File: src/rtl/rx_brz_dec.sv
// rx_brz_dec: bipolar return-to-zero bit decoder. It recovers bit timing from the
// RXP/RXN leading edges, assembles bytes MSB-first and flags end of packet and errors.
`timescale 1ns/1ps
module rx_brz_dec #(
    parameter int NP = 100
) (
    input  logic       clk,
    input  logic       res,
    input  logic       ce,
    input  logic       RXP,
    input  logic       RXN,
    output logic       BIT,
    output logic       BIT_stb,
    output logic [7:0] DAT,
    output logic       DAT_stb,
    output logic [7:0] BCNT,
    output logic       EOP,
    output logic       ERR,
    output logic       BUSY,
    output logic       MTRP_res
);
    localparam int CW = $clog2(2 * NP);
    localparam int IW = $clog2(NP);
    localparam logic [CW:0]   PH_ONE  = (CW+1)'(1);
    localparam logic [CW:0]   PH_HALF = (CW+1)'(NP / 2);
    localparam logic [CW:0]   PH_LIM  = (CW+1)'(NP + NP / 2);
    localparam logic [IW-1:0] IC_ONE  = IW'(1);
    localparam logic [IW-1:0] IC_LAST = IW'(NP - 1);

    typedef enum logic {S_IDLE, S_RUN} state_t;
    state_t r_state, w_state_nx;

    logic          r_rxp_d, r_rxn_d, r_first;
    logic [CW-1:0] r_cnt;
    logic [IW-1:0] r_icnt;
    logic [6:0]    r_sh;
    logic [2:0]    r_bits;

    logic          w_ep, w_en, w_one, w_both, w_idle;
    logic          w_in_win, w_tout, w_take, w_tout_ev, w_err, w_mtrp, w_byte;
    logic [CW:0]   w_phase;
    logic [2:0]    w_bbase;

    always_ff @(posedge clk) begin
        if (!res) r_state <= S_IDLE;
        else      r_state <= w_state_nx;
    end

    always_comb begin
        w_state_nx = r_state;
        if (r_state == S_IDLE && w_take)        w_state_nx = S_RUN;
        else if (r_state == S_RUN && w_tout_ev) w_state_nx = S_IDLE;
    end

    // w_phase counts the current tick, so it equals ticks elapsed since the last accepted edge
    always_comb begin
        w_ep      = RXP & ~r_rxp_d;
        w_en      = RXN & ~r_rxn_d;
        w_one     = w_ep ^ w_en;
        w_both    = w_ep & w_en;
        w_idle    = (r_state == S_IDLE);
        w_phase   = {1'b0, r_cnt} + PH_ONE;
        w_in_win  = (w_phase >= PH_HALF);
        w_tout    = (w_phase >= PH_LIM);
        w_take    = ce & w_one & (w_idle | w_in_win);
        w_tout_ev = ce & ~w_idle & ~w_take & w_tout;
        w_err     = ce & (w_both | (~w_idle & w_one & ~w_in_win) |
                          (w_tout_ev & (BCNT[2:0] != 3'd0)));
        w_mtrp    = ce & w_idle & ~w_take & (r_first | (r_icnt == IC_LAST));
        w_bbase   = w_idle ? 3'd0 : r_bits;
        w_byte    = (w_bbase == 3'd7);
        BUSY      = (r_state == S_RUN);
    end

    always_ff @(posedge clk) begin
        if (!res) begin
            r_rxp_d  <= 1'b0;
            r_rxn_d  <= 1'b0;
            r_first  <= 1'b1;
            r_cnt    <= '0;
            r_icnt   <= '0;
            r_sh     <= '0;
            r_bits   <= '0;
            BIT      <= 1'b0;
            BIT_stb  <= 1'b0;
            DAT      <= '0;
            DAT_stb  <= 1'b0;
            BCNT     <= '0;
            EOP      <= 1'b0;
            ERR      <= 1'b0;
            MTRP_res <= 1'b0;
        end else begin
            BIT_stb  <= w_take;
            DAT_stb  <= w_take & w_byte;
            EOP      <= w_tout_ev;
            ERR      <= w_err;
            MTRP_res <= w_mtrp;
            if (ce) begin
                r_rxp_d <= RXP;
                r_rxn_d <= RXN;
                r_first <= 1'b0;
                if (w_idle) begin
                    r_cnt  <= '0;
                    r_icnt <= (r_icnt == IC_LAST) ? '0 : r_icnt + IC_ONE;
                end else begin
                    r_icnt <= '0;
                    if (w_take)                r_cnt <= '0;
                    else if (w_phase > PH_LIM) r_cnt <= PH_LIM[CW-1:0];
                    else                       r_cnt <= w_phase[CW-1:0];
                end
                if (w_take) begin
                    BIT    <= w_ep;
                    r_sh   <= {r_sh[5:0], w_ep};
                    r_bits <= w_bbase + 3'd1;
                    if (w_byte) DAT <= {r_sh, w_ep};
                    if (w_idle)              BCNT <= 8'd1;
                    else if (BCNT != 8'hFF)  BCNT <= BCNT + 8'd1;
                end
                if (w_tout_ev) begin
                    r_bits <= '0;
                    if (BCNT[2:0] != 3'd0) r_sh <= '0;
                end
            end
        end
    end
endmodule

File: config.mk
export PLATFORM = sky130hd
export DESIGN_NAME = rx_brz_dec
export DESIGN_NICKNAME = d
export VERILOG_FILES = /design/src/rtl/rx_brz_dec.sv
export SDC_FILE = /design/constraint.sdc
export NUM_CORES = 1
export LEC_CHECK = 0
export CAP_MARGIN = 15
export CORE_MARGIN = 2
export CORE_UTILIZATION = 25
export CTS_CLUSTER_SIZE = 16
export DETAILED_ROUTE_END_ITERATION = 16
export GPL_ROUTABILITY_DRIVEN = 0
export HOLD_SLACK_MARGIN = 0.15
export PLACE_DENSITY_LB_ADDON = 0.05
export SLEW_MARGIN = 20
export SYNTH_ARGS = -nofsm -noshare
export SYNTH_HDL_FRONTEND = slang
export SYNTH_SLANG_ARGS = --single-unit
File: constraint.sdc
create_clock -name clk -period 4.6 [get_ports clk]
set_clock_uncertainty 0.1 [all_clocks]
set_input_delay 0.92 -clock clk [delete_from_list [all_inputs] [get_ports clk]]
set_output_delay 0.92 -clock clk [all_outputs]
set_load 0.01 [all_outputs]
* Yosys cells after proc, flatten, opt, wreduce, memory -nomap -nowiden
Index checks and enable logic that the tools add are counted.
** Operators by class
- Eq/ne operators :: 4
- Mux-type cells :: 15
- Bitwise logic cells :: 26
- Reductions and logical operators :: 9
- Add/sub/neg operators :: 4
- $lt $le $gt $ge :: 3
** Operators by type and width (number)
- $mux 8 :: 5
- $mux 7 :: 5
- $and 1x1->1 :: 16
- $add 8x1->9 const B :: 1
- $ge 9x6->1 const B :: 1
- $ge 9x8->1 const B :: 1
- $gt 9x8->1 const B :: 1
- $mux 3 :: 3
- $add 8x1->8 const B :: 1
- $ne 8x8->1 const B :: 1
- $add 7x1->7 const B :: 1
- $eq 7x7->1 const B :: 1
- $reduce_and 3->1 :: 2
- $not 1->1 :: 5
- $or 1x1->1 :: 4
- $reduce_and 2->1 :: 2
- $reduce_bool 2->1 :: 2
- $add 3x1->3 const B :: 1
- $eq 3x3->1 const B :: 1
- $reduce_bool 3->1 :: 1
- $logic_and 1x1->1 :: 2
- $mux 1 :: 2
- $ne 2x1->1 const B :: 1
- $xor 1x1->1 :: 1
** Word-level totals
- Word-level logic and storage cells :: 77
- Flip-flop bits (word level) :: 51
- Output and inout port bits :: 23

* Longest topological paths before layout
Gate-level depths: netlist of run 1.
- Depth after elaboration :: 11
- Mapped depth :: 10
- Mapped depth without buffers :: 8

* Least setup slack after synthesis of run 1
OpenSTA, ideal clock, no wires.
- Path type :: flip-flop to flip-flop
- Start :: register r_cnt[0]
- End :: register BCNT[5]
- Setup time :: 0.071 ns
- Cell stages (with the launch flop) :: 10
- Path slack :: 1.879 ns
- Data required time :: 4.429 ns
- Arrival time :: 2.550 ns
- Period minus slack after synthesis :: 2.721 ns
- Path through :: dfxtp_1 ha_1 buf_2 and3_1 clkbuf_1 a21oi_1 a311o_1 a211o_1 or4_1 a21oi_1
** On the way
- Longest elaborated chain between the ends :: 5
** Ends and longest elaborated chain
- start: declaration :: line 34 : logic [CW-1:0] r_cnt;
- start signal: assignment :: line 108 : else if (w_phase > PH_LIM) r_cnt <= PH_LIM[CW-1:0];
- start signal: assignment :: line 109 : else r_cnt <= w_phase[CW-1:0];
- $add 8x1->9 :: line 62 : w_phase = {1'b0, r_cnt} + PH_ONE;
- $ge 9x6->1 :: line 63 : w_in_win = (w_phase >= PH_HALF);
- $or 1x1->1 :: line 65 : w_take = ce & w_one & (w_idle | w_in_win);
- $and 1x1->1 :: line 65
- $reduce_and 3->1 (no line)
- end signal: assignment :: line 117 : else if (BCNT != 8'hFF) BCNT <= BCNT + 8'd1;
- end: declaration :: line 16 : output logic [7:0] BCNT,
No other way between the ends.
A chain may end at the register's enable or synchronous reset.

* Worst setup path in the final report of run 1
- Start :: register r_cnt[0]
- End :: register r_sh[0]
** On the way
- Longest elaborated chain between the ends :: 8
** Ends and longest elaborated chain
- $add 8x1->9 * :: line 62
- $ge 9x6->1 :: line 63
- $or 1x1->1 :: line 65
- $and 1x1->1 :: line 65
- $not 1->1 :: line 66 : w_tout_ev = ce & ~w_idle & ~w_take & w_tout;
- $and 1x1->1 (2 in a row) :: line 66
- $mux 7 * :: line 119 : if (w_tout_ev) begin
- end signal: assignment :: line 113 : r_sh <= {r_sh[5:0], w_ep};
- end: declaration :: line 36 : logic [6:0] r_sh;
Every way passes the cells marked *; elsewhere a longest branch is shown, timed or not.

==> reports/metrics.yaml, run 1 <==
power_and_ir_drop:
  pwr-share-clk_pct: 33.8
  p_per_area_nw_per_um2: 262
  seq_power_share_pct: 55.1
  max-vdd-ir-drop_mv: 0.113
  power.net_switching_uw: 228
  cell_internal_pwr_uw: 610
  power_leakage_nw: 1.08
  comb_power_share_pct: 11.2
  power.switching_fraction_pct: 27.3
floorplan:
  die_x_um: 108
  die_area_um2: 11700
  core_region_area_um2: 10700
  initial_utilization_pct: 25.3
  row_count: 38
  floorplan.die.height_um: 108
  pin_count: 28
clock_tree:
  cts.sinks: 51
  cts_buffers: 5
  cts.hold.buffers_added: 0
  cts_resized: 0
  cts_setup_buffers: 0
  cts.path.max_buffers: 2
  htree_levels: 2
  clk_latency_ns: 0.31
  cts_tree: "yes"
  cts-root-buf: "sky130_fd_sc_hd__clkbuf_8"
  clk_pin_slew_ns: 0.10
yosys:
  synth-async-reset-ratio_pct: 0
  cells_after_synth: 325
  synthesis.yosys.warnings: 0
  mappedNetlistArea_um2: 2720
  synth_edf_count: 0
  yosys.cell_types.count: 59
  synth_ff_type: "sky130_fd_sc_hd__dfxtp_1"
  synthesis.area_per_instance_um2: 8.37
  synth.yosys.seq_area_share_pct: 37.6
  synth_seq_cells: 51
  synth.net_count: 338
  synth_largest_area_cell: "sky130_fd_sc_hd__dfxtp_1"
  area_fraction_of_the_dominant_cell_type_after_synthesis_pct: 37.6
  synth.area.top_cells: "sky130_fd_sc_hd__dfxtp_1 38%, sky130_fd_sc_hd__nand2_1 5.2%, sky130_fd_sc_hd__mux2i_1 4.8%"
global_routing:
  grtUsageMet1_pct: 20.7
  grt_pass1_wl_um: 12900
  vias_in_the_first_global_route: 2333
  grt_busiest_layer: "met2"
  antenna_found_initial: 0
  grt_overflow_total: 0
  grtUsageMet2_pct: 21.3
  grt_met3_usage_pct: 2.41
  gr-usage-all-layers_pct: 14.1
  largest_net_degree_at_the_start_of_global_routing: 21
route:
  detail_route.first_pass.iterations: 4
  drt_drc: 0
  number_of_vias_in_the_routed_layout: 2384
  route.antenna.remaining_nets: 0
  drt-wirelength-per-cell_um: 15.6
  finalWirelength_um: 7530
  detailedRoute.firstIterationViolations: 118
  vias_per_cell: 4.94
min_path:
  hold_path.class: "reg2reg"
  holdCritStartpoint: "r_first"
setup_path:
  cp_cell_sequence: "ha_1, nand3_1, nor4_1, a2bb2oi_2, a41oi_1, buf_4, o31ai_1, o21ai_0"
  worstPathBufferInverterCount: 1
  critical_path.startpoint: "r_cnt[0]"
  setup.worst_path.start_class: "flip-flop"
  critPathMaxFanout: 12
  critPathSlowestCell: "sky130_fd_sc_hd__o31ai_1"
  r2r-start: "r_cnt[0]"
  worst_ep_arrival_time_ns: 3.62
  rrSetupSlack_ns: 1.05
  worst_ep_required_time_ns: 4.66
  path_delay_family: "compound AO/OA/AOI/OAI gates"
  timing.critical_path.to_type: "flip-flop"
  timing.critical_path.slowest_cell_delay_ns: 0.70
  setup.worst_path.class: "reg2reg"
timing:
  max_clock_freq_ghz: 0.281
  slew_viol_final: 0
  final.period_utilization_pct: 77.3
  final.setup.worst_slack_ns: 1.05
  rsz_0062_raised_after_global_routing: "no"
  report.final.hold_viol_count: 0
  max_slew.worst_pin.slew_ns: 0.904
  setup_violations: 0
  slew_headroom_pct: 39.8
  timing.final.crit_period_ns: 3.55
  setup-tns-final_ns: 0
placed_design:
  dpl_cell_area_um2: 3110
  post-place-cells: 476
  port_buffers: 27
  hpwl_um: 5350
  dp_worst_setup_slack_ns: 0.950
finish:
  areaGrowthSynthToFinish_pct: 17.7
  insertedDiodeCount: 0
  drive_gt1_share_pct: 6.12
  finished_layout_cells: 483
  fin_util_pct: 29.8
  final_net_count: 356
  finalInstanceArea_um2: 3200
run:
  max_cap_violations: 0
status:
  outcome: "completed"
final cells by class:
| cell class | instances | area [µm²] |
|---|---|---|
| Fill cell | 1191 | 7550 |
| Multi-Input combinational cell | 243 | 1570 |
| Sequential cell | 51 | 1020 |
| Timing Repair Buffer | 31 | 300 |
| Tap cell | 140 | 175 |
| Clock buffer | 6 | 82.6 |
| Inverter | 11 | 41.3 |
| Clock inverter | 1 | 8.76 |
worst reg2reg max path, delay by kind of cell, from the launching register on:
family          cells  cell delay, ns
simple gates        2            0.76
flops               1            0.51
fa+ha+maj           1            0.44
buf+inv             1            0.23
compound gates      4            1.38
cells in the mapped netlist, drive strengths merged, types with 4 or more instances:
| cell type | count |
|---|---|
| o21ai | 21 |
| nor2b | 13 |
| o21a | 4 |
| and3 | 9 |
| a21boi | 10 |
| or3 | 4 |
| o221a | 4 |
| nor2 | 11 |
| nor3 | 5 |
| clkbuf | 15 |
| a21oi | 15 |
| mux2i | 13 |
| inv | 9 |
| nand3 | 19 |
| a211oi | 6 |
| nand2b | 4 |
| nand2 | 38 |
| nand4 | 6 |
| and2 | 9 |
| dfxtp | 51 |
| o31ai | 4 |
| ha | 8 |
| buf | 5 |
path summary, 6_finish.rpt:
check | end | cells past startpoint
hold / removal | MTRP_res | 2
setup reg to reg | r_sh[0] | 8
setup / recovery | r_sh[0] | 8
hold reg to reg | MTRP_res | 2
through the flow:
stage,total power [mW],hold slack [ns]
after floorplan,0.529,0.329
after global placement,0.568,0.349
after detailed placement,0.568,0.355
after CTS,0.859,0.370
after global routing,0.885,0.401
final,0.838,0.369
metal layers:
metal / vias up / wire length [µm]
li1: 1226 / -
met1: 1126 / 3940
met2: 30 / 3340
met3: 2 / 204
met4: 0 / 44
met5: - / 0
power groups by stage:
| stage | Combinational, mW | Sequential (mW) | Clock [mW] |
|---|---|---|---|
| 2_1_floorplan | 0.0606 | 0.469 | 0 |
| 3_3_place_gp | 0.0961 | 0.472 | 0 |
| 3_5_place_dp | 0.0963 | 0.472 | 0 |
| 4_1_cts | 0.0965 | 0.462 | 0.301 |
| 5_1_grt | 0.106 | 0.464 | 0.315 |
| 6_report | 0.0936 | 0.462 | 0.283 |
cells in the final DEF, fill, tap and decap left out, types with 8 or more instances in the layout:
master and count:
sky130_fd_sc_hd__and3_1 9, sky130_fd_sc_hd__a21boi_0 10, sky130_fd_sc_hd__a21oi_1 14, sky130_fd_sc_hd__mux2i_1 13
sky130_fd_sc_hd__inv_1 9, sky130_fd_sc_hd__nand2_1 38, sky130_fd_sc_hd__o21ai_0 20, sky130_fd_sc_hd__and2_1 9
sky130_fd_sc_hd__ha_1 8, sky130_fd_sc_hd__clkdlybuf4s50_1 27, sky130_fd_sc_hd__nor2b_1 13, sky130_fd_sc_hd__dfxtp_1 51
sky130_fd_sc_hd__nor2_1 11, sky130_fd_sc_hd__nand3_1 19
state kept, by name, summed over array words and instances, names as in the netlist:
name,flops
DAT_stb,1
EOP,1
ERR,1
BUSY,1
MTRP_res,1
r_rxn_d,1
BIT_stb,1
r_icnt,7
BIT,1
r_first,1
r_rxp_d,1
BCNT,8
r_bits,3
DAT,8
r_sh,7
r_cnt,8
cell families (layout without fill, tap and decap cells):
kind of cell    count (synthesis)  count (layout)  synth area share [%]
xor+xnor                        3               3                 0.967
buf+inv                        31              49                  4.69
compound gates                 88              88                  23.0
mux                            14              14                  5.20
simple gates                  130             130                  24.9
flops                          51              51                  37.6
fa+ha+maj                       8               8                  3.68
Power figures use the tool's default switching activity.
==> inputs of run 2 (changes only) <==
==> constraint.sdc (replaced) <==
create_clock -name clk -period 3.5 [get_ports clk]
set_clock_uncertainty 0.1 [all_clocks]
set_input_delay 0.7 -clock clk [delete_from_list [all_inputs] [get_ports clk]]
set_output_delay 0.7 -clock clk [all_outputs]
set_load 0.01 [all_outputs]
==> run 2 against run 1 <==
Against the previous run: critical path depth did not move; clock power rose by 60%; register-to-register slack got worse by 0.67 ns; wire length fell by 2.1%; non-clock buffer count rose by 11; sequential power rose by 30%; first-iteration DRC count fell by 13%; sequential share of layout area fell by 1.1 points; maximum frequency rose by 14%; die area did not move; utilization rose by 1.0 points.
==> reports/metrics.yaml, run 2 (synthesis gave the netlist of run 1 again) <==
status:
  outcome: "completed"
finish:
  areaGrowthSynthToFinish_pct: 21.8
  final_net_count: 367  # +3.1%
  insertedDiodeCount: 0  # unchanged
  most_frequent_standard_cell_in_the_layout_excluding_fill_and_tap_cells: "sky130_fd_sc_hd__dfxtp_1"
  largest_registers: "BCNT (8), DAT (8), r_cnt (8)"
  drive_gt1_share_pct: 9.30  # +3.2 points
  fillCellCount: 1202  # +0.92%
  most-common-layout-cells: "51 x sky130_fd_sc_hd__dfxtp_1, 38 x sky130_fd_sc_hd__nand2_1, 27 x sky130_fd_sc_hd__clkdlybuf4s50_1, 20 x sky130_fd_sc_hd__o21ai_0, 19 x sky130_fd_sc_hd__nand3_1"
timing:
  rsz_0062_raised_after_global_routing: "no"
  timing.final.crit_period_ns: 3.12  # -0.431 ns
  hold-worst-slack_ns: 0.358  # -0.0108 ns
  report.final.hold_viol_count: 0  # unchanged
  slew_viol_final: 0  # unchanged
  setup-tns-final_ns: 0  # unchanged
  setup_violations: 0  # unchanged
  final.setup.worst_slack_ns: 0.377  # -0.669 ns
  final.period_utilization_pct: 89.2  # +12 points
  max_slew.worst_pin.slew_ns: 0.779  # -0.125 ns
  slew_headroom_pct: 46.7  # +7.0 points
  max_clock_freq_ghz: 0.320  # +14%
power_and_ir_drop:
  power_leakage_nw: 1.15  # +6.3%
  max-vdd-ir-drop_mv: 0.230  # +100%
  p_per_area_nw_per_um2: 361  # +38%
  totalPowerFinal_mw: 1.20  # +43%
clock_tree:
  cts.hold.buffers_added: 0  # unchanged
  cts-root-buf: "sky130_fd_sc_hd__clkbuf_8"
  htree_levels: 2  # unchanged
  cts.path.max_buffers: 2  # unchanged
  cts_tree: "yes"
  clk_pin_slew_ns: 0.10  # about the same
  cts_resized: 0  # unchanged
  cts_setup_buffers: 0  # unchanged
  cts_buffers: 5  # unchanged
  cts.sinks: 51  # unchanged
  clk_latency_ns: 0.31  # about the same
setup_path:
  setup.worst_path.start_class: "flip-flop"
  worst_ep_required_time_ns: 3.66  # -1.00 ns
  timing.critical_path.to_type: "flip-flop"
  worst_ep_arrival_time_ns: 3.28  # -0.34 ns
  r2r-start: "r_cnt[0]"
  critPathMaxFanout: 10  # -2
  setup.worst_path.class: "reg2reg"
  critical_path.startpoint: "r_cnt[0]"
run:
  max_cap_violations: 0  # unchanged
floorplan:
  floorplan.die.height_um: 108  # unchanged
  core_region_area_um2: 10700  # unchanged
  die_x_um: 108  # unchanged
  pin_count: 28  # unchanged
  initial_utilization_pct: 25.3  # unchanged
  row_count: 38  # unchanged
  die_area_um2: 11700  # unchanged
global_routing:
  grt_overflow_total: 0  # unchanged
  vias_in_the_first_global_route: 2344  # +0.47%
  gr-usage-all-layers_pct: 13.6  # -0.54 points
  grt_pass1_wl_um: 12500  # -3.0%
  largest_net_degree_at_the_start_of_global_routing: 20  # -4.8%
  antenna_found_initial: 0  # unchanged
route:
  route.antenna.remaining_nets: 0  # unchanged
  detail_route.first_pass.iterations: 4  # unchanged
  drt_drc: 0  # unchanged
  number_of_vias_in_the_routed_layout: 2412  # +1.2%
  drt-wirelength-per-cell_um: 14.9  # -4.5%
  finalWirelength_um: 7370  # -2.1%
  vias_per_cell: 4.87  # -1.3%
  detailedRoute.firstIterationViolations: 103  # -13%
placed_design:
  dp_worst_setup_slack_ns: 0.434  # -0.516 ns
  hpwl_um: 5400  # +0.96%
  port_buffers: 27  # unchanged
min_path:
  holdCritStartpoint: "r_first"
  hold_path.class: "reg2reg"
[run 2: changes by cell type in the layout (fill, tap and decap cells not counted), sizes merged]
cell / delta
buf: +11
bufinv: +1
[run 2: critical path, cell delays in order, from the launching register on]
cell	delay, ns
sky130_fd_sc_hd__dfxtp_1	0.49
sky130_fd_sc_hd__ha_1	0.44
sky130_fd_sc_hd__nand3_1	0.26
sky130_fd_sc_hd__nor4_1	0.49
sky130_fd_sc_hd__a2bb2oi_2	0.33
sky130_fd_sc_hd__a41oi_1	0.27
sky130_fd_sc_hd__buf_4	0.26
sky130_fd_sc_hd__nor4_1	0.22
sky130_fd_sc_hd__o221a_2	0.23
[run 2: area by class of cell]
class | count | area [µm²] | area share, %
inverters | 11 | 41.3 | 1.25
repair buffers | 42 | 383 | 11.6
clock inverters | 2 | 38.8 | 1.17
well taps | 140 | 175 | 5.29
clock buffers | 6 | 82.6 | 2.49
multi-input cells | 243 | 1570 | 47.4
flip-flops and latches | 51 | 1020 | 30.8
[run 2: where the power goes]
| group | switching [mW] | leakage (nW) | internal, mW | total (mW) |
|---|---|---|---|---|
| Clock | 0.217 | 0.0618 | 0.236 | 0.453 |
| Sequential | 0.00951 | 0.413 | 0.592 | 0.602 |
| Combinational | 0.0818 | 0.675 | 0.0585 | 0.140 |
| Total | 0.309 | 1.15 | 0.886 | 1.20 |
[run 2: worst paths after layout]
kind	to	depth (start not counted)	slack (ns)
worst max register to register	r_cnt[5]	8	0.38
worst max-delay path	r_cnt[5]	8	0.38
worst min register to register	MTRP_res	2	0.36
worst min-delay path	MTRP_res	2	0.36
[run 2: per-stage QoR]
stage,cells,util [%],instance area [µm²]
2_1_floorplan,325,-,2720
3_3_place_gp,487,29.7,3190
3_5_place_dp,487,29.7,3190
4_1_cts,495,30.8,3310
5_1_grt,495,30.8,3310
6_report,495,30.8,3310
[run 2: layer usage]
layer	vias to the layer above	GRT usage, %	share of wire, %
li1	1243	-	-
met1	1133	19.7	52
met2	32	21.2	45
met3	4	1.87	2.6
met4	0	3.30	0.68
met5	-	0	0
==> inputs of run 3 (changes only) <==
--- a/config.mk
+++ b/config.mk
@@ -10,7 +10,6 @@
 export CORE_UTILIZATION = 25
 export CTS_CLUSTER_SIZE = 16
 export DETAILED_ROUTE_END_ITERATION = 16
-export GPL_ROUTABILITY_DRIVEN = 0
 export HOLD_SLACK_MARGIN = 0.15
 export PLACE_DENSITY_LB_ADDON = 0.05
 export SLEW_MARGIN = 20
==> results of run 3 <==
Same layout as run 2: the final DEF is identical, and so are final timing and power.
